`src/rtl/regfile_alu_sequencer.sv`:
```
// rtl/regfile_alu_sequencer.sv - sequences one register-file/ALU command through read, execute and write-back
module regfile_alu_sequencer #(
    parameter int DATA_W = 32,
    parameter int ADDR_W = 5
) (
    input  logic              Clk,
    input  logic              Rst,
    input  logic              CmdValid,
    output logic              CmdReady,
    input  logic [3:0]        CmdOp,
    input  logic [ADDR_W-1:0] CmdRs,
    input  logic [ADDR_W-1:0] CmdRt,
    input  logic [ADDR_W-1:0] CmdRd,
    input  logic [4:0]        CmdShamt,
    input  logic [DATA_W-1:0] CmdImm,
    input  logic [DATA_W-1:0] AluResult,
    output logic [ADDR_W-1:0] RR1,
    output logic [ADDR_W-1:0] RR2,
    output logic [ADDR_W-1:0] WR,
    output logic              WE,
    output logic [DATA_W-1:0] WD,
    output logic              Mux_Ctrl,
    output logic [3:0]        Op,
    output logic [4:0]        ShiftCount,
    output logic              Done,
    output logic              Err,
    output logic [DATA_W-1:0] Result,
    output logic [15:0]       OpCount
);

    localparam logic [3:0] OP_LI = 4'b1011;

    typedef enum logic [2:0] {
        IDLE,
        READ,
        EXEC,
        WRITE,
        DONE
    } state_t;

    state_t             state_q, state_d;
    logic [3:0]         op_q, op_d;
    logic [ADDR_W-1:0]  rs_q, rs_d;
    logic [ADDR_W-1:0]  rt_q, rt_d;
    logic [ADDR_W-1:0]  rd_q, rd_d;
    logic [4:0]         shamt_q, shamt_d;
    logic [DATA_W-1:0]  imm_q, imm_d;
    logic [DATA_W-1:0]  result_q, result_d;
    logic [15:0]        op_count_q, op_count_d;

    logic is_li;
    logic is_legal_alu;
    logic is_illegal;

    // Decode the latched op code: load-immediate, legal ALU op, or illegal.
    always_comb begin
        is_li        = (op_q == OP_LI);
        is_legal_alu = 1'b0;
        case (op_q)
            4'd0, 4'd1, 4'd2, 4'd6, 4'd7, 4'd8,
            4'd12, 4'd13, 4'd14, 4'd15: is_legal_alu = 1'b1;
            default:                    is_legal_alu = 1'b0;
        endcase
        is_illegal = !is_li && !is_legal_alu;
    end

    // State, latched command, result and completion counter registers.
    always_ff @(posedge Clk or posedge Rst) begin
        if (Rst) begin
            state_q    <= IDLE;
            op_q       <= '0;
            rs_q       <= '0;
            rt_q       <= '0;
            rd_q       <= '0;
            shamt_q    <= '0;
            imm_q      <= '0;
            result_q   <= '0;
            op_count_q <= '0;
        end else begin
            state_q    <= state_d;
            op_q       <= op_d;
            rs_q       <= rs_d;
            rt_q       <= rt_d;
            rd_q       <= rd_d;
            shamt_q    <= shamt_d;
            imm_q      <= imm_d;
            result_q   <= result_d;
            op_count_q <= op_count_d;
        end
    end

    // Next-state logic: accept in IDLE, illegal ops skip EXEC/WRITE, result captured in EXEC.
    always_comb begin
        state_d    = state_q;
        op_d       = op_q;
        rs_d       = rs_q;
        rt_d       = rt_q;
        rd_d       = rd_q;
        shamt_d    = shamt_q;
        imm_d      = imm_q;
        result_d   = result_q;
        op_count_d = op_count_q;
        case (state_q)
            IDLE: begin
                if (CmdValid) begin
                    op_d    = CmdOp;
                    rs_d    = CmdRs;
                    rt_d    = CmdRt;
                    rd_d    = CmdRd;
                    shamt_d = CmdShamt;
                    imm_d   = CmdImm;
                    state_d = READ;
                end
            end
            READ: begin
                state_d = is_illegal ? DONE : EXEC;
            end
            EXEC: begin
                result_d = is_li ? imm_q : AluResult;
                state_d  = WRITE;
            end
            WRITE: begin
                // Counted here so OpCount already reflects this command while Done is high.
                op_count_d = op_count_q + 16'd1;
                state_d    = DONE;
            end
            DONE: begin
                state_d = IDLE;
            end
            default: begin
                state_d = IDLE;
            end
        endcase
    end

    // Register-file, ALU and handshake outputs decoded from the current state.
    always_comb begin
        CmdReady   = (state_q == IDLE);
        RR1        = '0;
        RR2        = '0;
        Op         = '0;
        ShiftCount = '0;
        WR         = '0;
        WE         = 1'b0;
        WD         = '0;
        Mux_Ctrl   = 1'b1;
        Done       = 1'b0;
        Err        = 1'b0;
        // ALU operands stay on the read ports through WRITE so AluResult is
        // still valid while the write-data mux selects it.
        if (state_q == READ || state_q == EXEC || state_q == WRITE) begin
            RR1        = rs_q;
            RR2        = rt_q;
            Op         = is_li ? 4'b0000 : op_q;
            ShiftCount = shamt_q;
        end
        if (state_q == WRITE) begin
            WE = 1'b1;
            WR = rd_q;
            if (is_li) begin
                WD       = imm_q;
                Mux_Ctrl = 1'b0;
            end
        end
        if (state_q == DONE) begin
            Done = 1'b1;
            Err  = is_illegal;
        end
    end

    assign Result  = result_q;
    assign OpCount = op_count_q;

endmodule
```
`config.mk`:
```
export PLATFORM = sky130hd
export DESIGN_NAME = regfile_alu_sequencer
export DESIGN_NICKNAME = d
export VERILOG_FILES = /design/src/rtl/regfile_alu_sequencer.sv
export SDC_FILE = /design/constraint.sdc
export NUM_CORES = 1
export LEC_CHECK = 0
export CAP_MARGIN = 20
export CORE_ASPECT_RATIO = 2
export CORE_MARGIN = 3
export CORE_UTILIZATION = 25
export DETAILED_ROUTE_END_ITERATION = 6
export PLACE_DENSITY_LB_ADDON = 0.25
export SYNTH_ARGS = -nofsm -noshare
export SYNTH_HDL_FRONTEND = slang
export SYNTH_SLANG_ARGS = --single-unit
```
`constraint.sdc`:
```
create_clock -name Clk -period 3.4 [get_ports Clk]
set_clock_uncertainty 0.1 [all_clocks]
set_input_delay 0.34 -clock Clk [delete_from_list [all_inputs] [get_ports Clk]]
set_output_delay 0.34 -clock Clk [all_outputs]
set_load 0.05 [all_outputs]
```
==> metrics.txt <==
outcome=complete, no violations; vias per cell=4.33; number of distinct library cells after synthesis=35; largest cells by area after synthesis=dfrtp_1, mux2_4, and2_1, mux2i_1, mux2_2; EDFF count, synth=0; Synth Area in Simple Gates=14.2%; Bufs and invs on worst path=2; post-synthesis compound-gate area fraction=3.72%; drt pass-1 iters=4; post-detailed-routing wire length=15.2 mm; total CTS buffers=9; Pwr per Cell Area=908 nW/µm²; post-synthesis adder-cell area fraction=0.248%; final hold violation count=0; setup_tns=0 ns; Post-DRT Antenna Nets=0; via count=3715; Overall Power=7140 µW; headroom to the max-slew limit=55.4%; drt drc=0; # port buffers=199; Crit path arrival time=2.51 ns; wire length per cell=17.7 µm; Clk pwr share=13.8%; Initial Util=25.8%; mux cell area share after synthesis=22.1%; Pleak=0.00345 µW; Die X=106 µm; H-tree levels=3; slowest CP cell=clkdlybuf4s50_1; Comb power frac=54.3%; ys flop type=dfrtp_1; Setup Viol. Count Final=0; # diodes=0; first-pass GRT wire length=22.9 mm; count leader, synth=dfrtp_1; nets=688; area of the multi-input gates=2180 µm²; Post-Synthesis Mean Instance Area=12.6 µm²; post-synthesis sequential area ratio=53.1%; Post-CTS Setup Repair Bufs=0; Longest Clk Path Bufs=2; worst vdd ir=0.757 mV; CP top delay family=buffers and inverters; DP Area=7590 µm²; Crit path top cell by count=nor2_1; core area=19500 µm²; Min-Delay Path Class=in2async; Hold WS=0.192 ns; async set-reset flop share out of synthesis=100%; FF-to-FF setup slack=1.32 ns; FILL cells=1934; Skew-Pair Late Insertion Delay=0.35 ns; Post-CTS Hold Fix Bufs=0; f_max=0.339 GHz; flops & latches, synth=107; area delta synth->final=55.9%; pin count of the biggest net entering global routing=65; Post-synth top cells=dfrtp_1, and2_1, mux2_4, nor2_1, a21oi_1; Sequential cell area=2680 µm²; Crit Path Max Fanout=13; I/O pin cnt=200; total track usage=13.7%; Internal Power=3990 µW; CP Cell Sequence=nor2_1 -> nor2_1 -> buf_4 -> and3_1 -> clkdlybuf4s50_1; cell taking the most area after synthesis=dfrtp_1; post-DP HPWL=11.7 mm; Final Instance Area=7860 µm²; Cells after Synth=399; yosys warns=0; CP Capture Type=primary output; crit share post-route=86.7%; Setup CP Type=reg2out; number of global-route vias before repair=4088; Netlist Area Pre-Place=5040 µm²; CP max stage delay=0.80 ns; clock root cell=clkbuf_16; GRT overflow=0; Initial DRC Count=102; post-CTS sizing=0; sequential power share=31.9%; Net Sw Power=3150 µW; RSZ-0062 raised after global routing=no; row cnt=72; switching part of the total power=44.1%; crit path time final=2.95 ns; initial antenna violation count=0; share of layout cells above drive strength 1=20.2%; clk sinks=107; Startpoint Class=flip-flop; Worst Tran Pin Value=0.669 ns; GP Congestion=0.760; post-layout util=40.2%; Yosys top cell area share=53.1%; largest family of logic cells by synthesized area=multiplexers; clock-pin slew of the registers on the worst-case setup and hold paths=0.07 ns; Vert. Die Dim=207 µm; syn_nets=491; maxcap violations=0; Required @ worst endpoint=2.96 ns; XOR/XNOR share of the synthesized area=2.78%; CTS tree=built; die footprint=22000 µm²; max-slew violation count=0
## layer usage
| metal | vias up | GRT usage [%] | wire length (µm) |
|---|---|---|---|
| li1 | 1752 | - | - |
| met1 | 1832 | 13.1 | 5170 |
| met2 | 109 | 27.7 | 8960 |
| met3 | 22 | 2.27 | 609 |
| met4 | 0 | 6.72 | 485 |
| met5 | - | 0 | 0 |
## power by group through the flow
stage               Sequential (µW)  Clock (µW)  Combinational (µW)
finish                         2280         985                3870
global route                   2370        1070                4080
CTS                            2290        1030                3940
detailed placement             2310           0                3920
global placement               2280           0                3870
floorplan                      2890           0                2090
## cells by family after synthesis
family                     Yosys count
buffers and inverters               25
and+or+nand+nor                    125
xor gates and xnor gates            16
DFF                                107
AOI/OAI and AO/OA                   36
muxes                               89
adders and majority gates            1
## state kept, by name, indices dropped and copies added, names as in the netlist
| register | cells |
|---|---|
| imm_q | 32 |
| rd_q | 5 |
| op_q | 4 |
| OpCount | 16 |
| rt_q | 5 |
| state_q | 3 |
| Result | 32 |
| rs_q | 5 |
| shamt_q | 5 |
## path summary, 6_finish.rpt
kind | start | endpoint | cells past startpoint
worst max-delay path | state_q[1]$_DFFE_PP0P_ | Op[0] | 5
worst min-delay path | Rst | rd_q[4]$_DFFE_PP0P_ | 2
worst max register to register | state_q[1]$_DFFE_PP0P_ | imm_q[21]$_DFFE_PP0P_ | 4
worst min register to register | OpCount[15]$_DFFE_PP0P_ | OpCount[15]$_DFFE_PP0P_ | 1
max in group asynchronous | Rst | imm_q[7]$_DFFE_PP0P_ | 3
min in group Clk | OpCount[15]$_DFFE_PP0P_ | OpCount[15]$_DFFE_PP0P_ | 1
## layout make-up
type | instances | area share [%]
multi-input combinational | 267 | 27.7
timing repair buffer | 208 | 30.6
clock inverter | 2 | 0.159
inverter | 3 | 0.175
tap | 259 | 4.12
clock buffer | 12 | 3.26
sequential | 107 | 34.1
## through the flow
stage,instances,setup WS [ns]
3_3_place_gp,844,0.856
4_1_cts,858,0.386
2_1_floorplan,399,0.143
6_report,858,0.452
3_5_place_dp,844,0.798
5_1_grt,858,0.267
## cell usage in the layout (no fill, tap or decap), drive strengths merged
| master | n |
|---|---|
| clkdlybuf4s50 | 166 |
| dfrtp | 107 |
| and2 | 57 |
| mux2 | 57 |
| buf | 42 |
| nor2 | 41 |
| a21oi | 33 |
| mux2i | 32 |
| xnor2 | 12 |
| clkbuf | 12 |
| nand4 | 6 |
| xor2 | 4 |
| and3 | 4 |
| nand2 | 3 |
| nand3 | 3 |
| inv | 3 |
| and4 | 2 |
| nand3b | 2 |
| nor3b | 2 |
| nor3 | 2 |
| nor2b | 1 |
| nand2b | 1 |
| nand4b | 1 |
| a211oi | 1 |
| o21a | 1 |
| o31ai | 1 |
| ha | 1 |
| clkinv | 1 |
| clkinvlp | 1 |
No activity file was read; power rests on OpenSTA's default activity.
